===== src/rtl/sqrl_uart_packet_rx.sv =====
`default_nettype none
// ============================================================================
// Module   : sqrl_uart_packet_rx
// Purpose  : Packet framer behind a UART byte receiver. Hunts for frames of
//            the form SYNC, LEN, PAYLOAD[LEN], CSUM. The payload is buffered
//            and released only after the checksum verifies. It is then
//            streamed out with a valid/ready handshake. Faults are reported
//            as registered one-cycle pulses.
// Ports    : clk, rst_n         - clock, synchronous active-low reset
//            rx_new_byte/rx_byte - one-cycle byte strobe from the UART
//            m_valid/m_ready/m_data/m_last/m_len - payload stream out
//            err_checksum/err_length/err_timeout/err_overrun - fault pulses
// Revision : 1.0 - initial release
// ============================================================================
module sqrl_uart_packet_rx #(
   parameter int         MAX_PAYLOAD    = 32,
   parameter logic [7:0] SYNC_BYTE      = 8'hA5,
   parameter int         TIMEOUT_CYCLES = 100000
) (
   input  logic       clk,
   input  logic       rst_n,
   input  logic       rx_new_byte,
   input  logic [7:0] rx_byte,
   output logic       m_valid,
   input  logic       m_ready,
   output logic [7:0] m_data,
   output logic       m_last,
   output logic [7:0] m_len,
   output logic       err_checksum,
   output logic       err_length,
   output logic       err_timeout,
   output logic       err_overrun
);

   localparam int c_PTR_W = (MAX_PAYLOAD > 1) ? $clog2(MAX_PAYLOAD) : 1;
   localparam int c_CNT_W = (TIMEOUT_CYCLES > 2) ? $clog2(TIMEOUT_CYCLES) : 1;
   localparam logic [7:0]         c_MAX_LEN = 8'(MAX_PAYLOAD);
   localparam logic [c_CNT_W-1:0] c_TO_LAST = c_CNT_W'(TIMEOUT_CYCLES - 1);

   typedef enum logic [2:0] {
      ST_HUNT    = 3'd0,
      ST_LEN     = 3'd1,
      ST_PAYLOAD = 3'd2,
      ST_CSUM    = 3'd3,
      ST_DRAIN   = 3'd4
   } state_t;

   state_t               r_state;
   state_t               w_state_nxt;
   logic [7:0]           r_len;
   logic [7:0]           r_sum;
   logic [c_PTR_W-1:0]   r_wr_ptr;
   logic [c_PTR_W-1:0]   r_rd_ptr;
   logic [c_CNT_W-1:0]   r_cnt;
   logic [7:0]           r_m_len;
   logic [7:0]           r_buf [MAX_PAYLOAD];
   logic                 r_err_checksum;
   logic                 r_err_length;
   logic                 r_err_timeout;
   logic                 r_err_overrun;

   logic                 w_err_checksum;
   logic                 w_err_length;
   logic                 w_err_timeout;
   logic                 w_err_overrun;
   logic                 w_in_frame;
   logic                 w_expire;
   logic                 w_len_bad;
   logic [7:0]           w_len_m1;
   logic                 w_wr_last;
   logic                 w_rd_last;
   logic [7:0]           w_csum_total;
   logic                 w_csum_ok;
   logic                 w_xfer;

   assign w_in_frame   = (r_state == ST_LEN) || (r_state == ST_PAYLOAD) ||
                         (r_state == ST_CSUM);
   // A byte on the expiry cycle wins over the timeout.
   assign w_expire     = w_in_frame && !rx_new_byte && (r_cnt == c_TO_LAST);
   assign w_len_bad    = (rx_byte == 8'd0) || (rx_byte > c_MAX_LEN);
   assign w_len_m1     = r_len - 8'd1;
   assign w_wr_last    = (8'(r_wr_ptr) == w_len_m1);
   assign w_rd_last    = (8'(r_rd_ptr) == w_len_m1);
   assign w_csum_total = r_sum + rx_byte;
   assign w_csum_ok    = (w_csum_total == 8'd0);
   assign w_xfer       = m_valid && m_ready;

   // ---------------------------------------------------------------------
   // FSM: state register
   // ---------------------------------------------------------------------
   always_ff @(posedge clk) begin
      if (!rst_n) begin
         r_state <= ST_HUNT;
      end else begin
         r_state <= w_state_nxt;
      end
   end

   // ---------------------------------------------------------------------
   // FSM: next state and error pulse requests
   // ---------------------------------------------------------------------
   always_comb begin
      w_state_nxt    = r_state;
      w_err_checksum = 1'b0;
      w_err_length   = 1'b0;
      w_err_timeout  = 1'b0;
      w_err_overrun  = 1'b0;
      case (r_state)
         ST_HUNT: begin
            if (rx_new_byte && (rx_byte == SYNC_BYTE)) begin
               w_state_nxt = ST_LEN;
            end
         end
         ST_LEN: begin
            if (rx_new_byte) begin
               if (w_len_bad) begin
                  w_err_length = 1'b1;
                  w_state_nxt  = ST_HUNT;
               end else begin
                  w_state_nxt  = ST_PAYLOAD;
               end
            end else if (w_expire) begin
               w_err_timeout = 1'b1;
               w_state_nxt   = ST_HUNT;
            end
         end
         ST_PAYLOAD: begin
            if (rx_new_byte) begin
               if (w_wr_last) begin
                  w_state_nxt = ST_CSUM;
               end
            end else if (w_expire) begin
               w_err_timeout = 1'b1;
               w_state_nxt   = ST_HUNT;
            end
         end
         ST_CSUM: begin
            if (rx_new_byte) begin
               if (w_csum_ok) begin
                  w_state_nxt    = ST_DRAIN;
               end else begin
                  w_err_checksum = 1'b1;
                  w_state_nxt    = ST_HUNT;
               end
            end else if (w_expire) begin
               w_err_timeout = 1'b1;
               w_state_nxt   = ST_HUNT;
            end
         end
         ST_DRAIN: begin
            // Bytes arriving while draining are dropped, frame not restarted.
            w_err_overrun = rx_new_byte;
            if (w_xfer && w_rd_last) begin
               w_state_nxt = ST_HUNT;
            end
         end
         default: begin
            w_state_nxt = ST_HUNT;
         end
      endcase
   end

   // ---------------------------------------------------------------------
   // Registered error pulses
   // ---------------------------------------------------------------------
   always_ff @(posedge clk) begin
      if (!rst_n) begin
         r_err_checksum <= 1'b0;
         r_err_length   <= 1'b0;
         r_err_timeout  <= 1'b0;
         r_err_overrun  <= 1'b0;
      end else begin
         r_err_checksum <= w_err_checksum;
         r_err_length   <= w_err_length;
         r_err_timeout  <= w_err_timeout;
         r_err_overrun  <= w_err_overrun;
      end
   end

   // ---------------------------------------------------------------------
   // Datapath: length, running sum, pointers, inter-byte timer
   // ---------------------------------------------------------------------
   always_ff @(posedge clk) begin
      if (!rst_n) begin
         r_len    <= 8'd0;
         r_sum    <= 8'd0;
         r_wr_ptr <= '0;
         r_rd_ptr <= '0;
         r_cnt    <= '0;
         r_m_len  <= 8'd0;
      end else begin
         // Timer is held at zero outside a frame; entry to LEN is always
         // caused by a byte, so that clear covers the entry case too.
         if (rx_new_byte || !w_in_frame) begin
            r_cnt <= '0;
         end else begin
            r_cnt <= r_cnt + 1'b1;
         end

         case (r_state)
            ST_LEN: begin
               if (rx_new_byte && !w_len_bad) begin
                  r_len    <= rx_byte;
                  r_sum    <= rx_byte;
                  r_wr_ptr <= '0;
               end
            end
            ST_PAYLOAD: begin
               if (rx_new_byte) begin
                  r_wr_ptr <= r_wr_ptr + 1'b1;
                  r_sum    <= r_sum + rx_byte;
               end
            end
            ST_CSUM: begin
               if (rx_new_byte && w_csum_ok) begin
                  r_m_len  <= r_len;
                  r_rd_ptr <= '0;
               end
            end
            ST_DRAIN: begin
               if (w_xfer) begin
                  r_rd_ptr <= r_rd_ptr + 1'b1;
               end
            end
            default: begin
            end
         endcase
      end
   end

   // Payload storage needs no reset: it is only read after being written.
   always_ff @(posedge clk) begin
      if ((r_state == ST_PAYLOAD) && rx_new_byte) begin
         r_buf[r_wr_ptr] <= rx_byte;
      end
   end

   // ---------------------------------------------------------------------
   // Outputs
   // ---------------------------------------------------------------------
   assign m_valid      = (r_state == ST_DRAIN);
   assign m_data       = m_valid ? r_buf[r_rd_ptr] : 8'd0;
   assign m_last       = m_valid && w_rd_last;
   assign m_len        = r_m_len;
   assign err_checksum = r_err_checksum;
   assign err_length   = r_err_length;
   assign err_timeout  = r_err_timeout;
   assign err_overrun  = r_err_overrun;

endmodule
`default_nettype wire


===== config.mk =====
export PLATFORM = sky130hd
export DESIGN_NAME = sqrl_uart_packet_rx
export DESIGN_NICKNAME = d
export VERILOG_FILES = /design/src/rtl/sqrl_uart_packet_rx.sv
export SDC_FILE = /design/constraint.sdc
export NUM_CORES = 1
export LEC_CHECK = 0
export BUFFER_PORTS_ARGS = -buffer_cell sky130_fd_sc_hd__buf_2
export CORE_UTILIZATION = 40
export DETAILED_ROUTE_END_ITERATION = 8
export GPL_TIMING_DRIVEN = 0
export HOLD_SLACK_MARGIN = 0.12
export PLACE_DENSITY = 0.63
export SLEW_MARGIN = 25
export SYNTH_ARGS = -nofsm -noshare
export SYNTH_HDL_FRONTEND = slang
export SYNTH_SLANG_ARGS = --single-unit

===== constraint.sdc =====
create_clock -name clk -period 6.35 [get_ports clk]
set_clock_uncertainty 0.2 [all_clocks]
set_input_delay 1.27 -clock clk [delete_from_list [all_inputs] [get_ports clk]]
set_output_delay 1.27 -clock clk [all_outputs]
set_load 0.05 [all_outputs]

# Word-level counts from Yosys, hierarchy flattened
# Memories as Yosys holds them, arrays and structs flattened. A register that Yosys moved wholly into a read port is not among the register bits.
# Index checks and enable logic that the tools add are counted.
# word_totals
ram_bits	256
input_bits	12
register_bits	58
n_memories	1
# classes
n_eq_ne	15
reduce_logical	32
bitwise	2
n_mux	27
add_sub_neg	5
n_lt_le_gt_ge	1
# memory_table
name	depth	word_bits	read_ports	rd_ports_with_merged_regs	write_ports	line_no	rtl
r_buf	32	8	1	1	1	56	logic [7:0] r_buf [MAX_PAYLOAD];
# ops
operator	count
2-to-1 mux 5 bit	6
2-to-1 mux 3 bit	8
2-to-1 mux 8 bit	3
one-hot mux 5 bit (2 select lines)	2
adder 17 x 1 -> 17 bit (second input constant)	1
equality test 17 bit (second input constant)	1
equality test 5 x 8 -> 1 bit	2
logical NOT 8 bit	2
one-hot mux 8 bit (2 select lines)	1
one-hot mux 3 bit (5 select lines)	1
AND reduction 3 bit	5
adder 5 x 1 -> 5 bit (second input constant)	2
logical AND 1 bit	9
adder 8 bit	1
equality test 8 bit (second input constant)	1
greater-than comparator 8 x 6 -> 1 bit (second input constant)	1
inequality test 2 x 1 -> 1 bit (second input constant)	4
subtractor 8 x 1 -> 8 bit (second input constant)	1
equality test 3 x 2 -> 1 bit (second input constant)	2
AND reduction 2 bit	3
OR reduction 3 bit	2
2-to-1 mux 1 bit	5
logical OR 1 bit	4
inequality test 2 bit (second input constant)	2
other kinds (9)	13

# Depth between registers and ports, before layout
# depth
depth_word	8
depth_mapped	10
ltp_nobuf	8

# Worst setup path before layout
# No wires, ideal clock.
# synth_path
path_type	input -> register
from	input port rx_byte[0]
to	register with a tool-made name
stages	10
arrival_ns	3.452
setup_ns	0.120
setup_slack_ns	2.578
t_required_ns	6.030
path_cell_list	ha_1 fa_1 a211oi_2 or4b_1 o2111ai_2 or4_1 buf_6 nor2_4 buf_6 o21ai_1
# synth_rtl
element	line_no	rtl
start, declared	23	input logic [7:0] rx_byte,

==> impl_metrics.tcl <==
set metrics [dict create \
    crit_cells 7 \
    ant_nets 0 \
    tns_ns 0 \
    reg2reg_slack_ns 3.21 \
    critPathTopFamily "buffers and inverters" \
    cts_setup_buffers 0 \
    critPathCapture "m_data[6]" \
    first_pass_iters 5 \
    post_cts_resized 0 \
    die_w_um 183 \
    finalCritPeriodShare_pct 77.4 \
    die_area_sq_um 33500 \
    cts.sinks 319 \
    vias_per_cell 5.42 \
    finalNetCount 891 \
    place.gp.congestion 0.760 \
    dp_cells 1262 \
    crit_type "reg2out" \
    grt_setup_unrepaired "false" \
    crit_buf_inv 3 \
    yosysSeqAreaShare_pct 68.2 \
    mostFrequentLayoutCells "edfxtp_1 (256), nor2_1 (89), mux4_2 (80), dfxtp_1 (63), buf_2 (44)" \
    hold_path.class "reg2reg" \
    clock_path_buffers 3 \
    hold_viol 0 \
    layout_commonest_cell "edfxtp_1" \
    min_period_ns 4.91 \
    antenna_found_initial 0 \
    synthCells 794 \
    core_sq_um 32000 \
    num_rows 65 \
    first_global_vias 7302 \
    ir_worst_vdd_mv 0.174 \
    cp_cell_sequence "clkbuf_1, clkbuf_1, mux4_2, mux4_2, mux2i_1, nor2_1, buf_2" \
    start_util_pct 41.1 \
    max_freq_mhz 203 \
    grt_max_degree 39 \
    grt_pass1_wl_mm 43.4 \
    area_delta_synth_final_pct 14.3 \
    grtUsageTotal_pct 17.3 \
    cp.required_ns 4.88 \
    dp_hpwl_mm 18.2 \
    reg2reg_to "r_buf[23][5]$_DFFE_PP_" \
    critPathSlowestCell "clkbuf_1" \
    slew_viol_final 0 \
    drv_cap 0 \
    critical_path.max_fanout 10 \
    async_flop_share_pct 0 \
    multi_input_area_sq_um 3950 \
    avgSynthCellArea_sq_um 16.5 \
    io_pins 34 \
    synth_seq_cells 319 \
    worstPathArrival_ns 3.45 \
    setup_viol 0 \
    p_per_area_nw_per_um2 289 \
    grt_overflow 0 \
    routed_wl_mm 28.2 \
    num-fill-cells 2746 \
    die_h_um 183 \
    htree_levels 2 \
    routedWlPerCell_um 21.3 \
    place_area_sq_um 13800 \
    numPortBuffers 33 \
    n_antenna_cell 0 \
    drc 0 \
    critPathMaxStageDelay_ns 0.65 \
    clk_pin_slew_worst_paths_ns 0.06 \
    root_buffer "clkbuf_16" \
    setup.worst_path.start_class "flip-flop" \
    tightest_slew_ns 0.910 \
    worst_setup_path_end_kind "primary output" \
    slew_headroom_pct 39.1 \
    route.vias.total 7183 \
    clk_latency_ns 0.52 \
    cts_hold_buf 0 \
    ff_latch_area_sq_um 8950 \
    final_cell_count_no_fill 1326 \
    reg2reg_depth 6 \
    drive_above_1_share_pct 21.8 \
    fin_area_sq_um 15000 \
    cts_buffers 35 \
    drt_iter0_markers 496 \
    synthesis.nets 821 \
    yosysWarningCount 0 \
    status "finished clean" \
    worstReg2RegStart "r_state[2]$_SDFFE_PN0P_" \
    syn_area_sq_um 13100 \
    p_leak_nw 4.67 \
    synthFlopType "edfxtp_1" \
    cts_tree "built" \
    synth_edf_count 256 \
    synth.distinct_cells 60 \
]
## cells in the mapped netlist, drive strengths merged (11+ instances only)
cell type | number | share of area [%]
xor2 | 21 | 1.4
edfxtp | 256 | 59
mux2i | 17 | 1.3
buf | 18 | 0.73
a21oi | 23 | 0.88
or3 | 12 | 0.57
dfxtp | 63 | 9.6
mux4 | 80 | 14
nand3 | 21 | 0.80
nand2 | 24 | 0.69
o21ai | 21 | 0.83
nor2 | 90 | 2.6
ha | 14 | 1.3
xnor2 | 11 | 0.73
clkbuf | 22 | 0.63
nor3 | 13 | 0.62
inv | 14 | 0.40
## state kept, by name (all words and copies together) (netlist names), 3 cells and up, named ones only
name      cells
m_len         8
r_wr_ptr      5
r_buf       256
r_len         8
r_cnt        17
r_state       3
r_sum         8
r_rd_ptr      5
## worst min-delay path by stage
stage	endpoint	slack [ns]	depth (start not counted)	start
6_report	r_cnt[0]$_SDFF_PP0_	0.25	1	r_cnt[0]$_SDFF_PP0_
5_1_grt	r_cnt[0]$_SDFF_PP0_	0.28	1	r_cnt[0]$_SDFF_PP0_
4_1_cts	r_cnt[0]$_SDFF_PP0_	0.25	1	r_cnt[0]$_SDFF_PP0_
3_5_place_dp	r_cnt[0]$_SDFF_PP0_	0.25	1	r_cnt[0]$_SDFF_PP0_
3_3_place_gp	r_cnt[0]$_SDFF_PP0_	0.23	1	r_cnt[0]$_SDFF_PP0_
2_1_floorplan	r_cnt[0]$_SDFF_PP0_	0.22	1	r_cnt[0]$_SDFF_PP0_
## cell type report
class	instances	area share, %
clock buffer	41	6.13
tap	435	3.63
buffer	40	1.19
inverter	14	0.350
timing repair buffer	33	1.10
sequential	319	59.7
clock inverter	23	1.62
multi-input combinational	421	26.3
## where the power goes
group / internal, mW / switching [mW]
Sequential: 2.25 / 0.0000324
Combinational: 0.00986 / 0.0488
Clock: 1.21 / 0.815
Total: 3.48 / 0.863
## through the flow
stage | power [mW] | util (%) | hold slack, ns | worst slack [ns]
finish | 4.34 | 46.9 | 0.252 | 1.44
global route | 4.46 | 46.9 | 0.280 | 1.30
CTS | 4.38 | 46.9 | 0.252 | 1.40
detailed placement | 2.36 | 43.3 | 0.246 | 1.73
global placement | 2.36 | 43.3 | 0.230 | 1.79
floorplan | 2.31 | - | 0.218 | 2.58
## metal layers
layer	track usage, %	vias to the layer above	share of wire (%)	wire (um)
li1	-	3260	-	-
met1	23.9	3695	45	12700
met2	28.1	185	48	13600
met3	3.40	43	4.9	1380
met4	4.70	0	2.0	553
met5	0	-	0	0
## cells by family (layout without fill, tap and decap cells)
kind of cell | after synthesis | in the layout | share of synthesized area (%)
adder cells (fa/ha/maj) | 15 | 15 | 1.49
buffers and inverters | 54 | 151 | 1.76
AO/OA/AOI/OAI | 75 | 75 | 3.80
AND/OR/NAND/NOR | 202 | 202 | 7.63
flip-flops | 319 | 319 | 68.2
multiplexers | 97 | 97 | 15.0
XOR/XNOR | 32 | 32 | 2.13
Note: power is estimated with default switching activity, not from simulation.
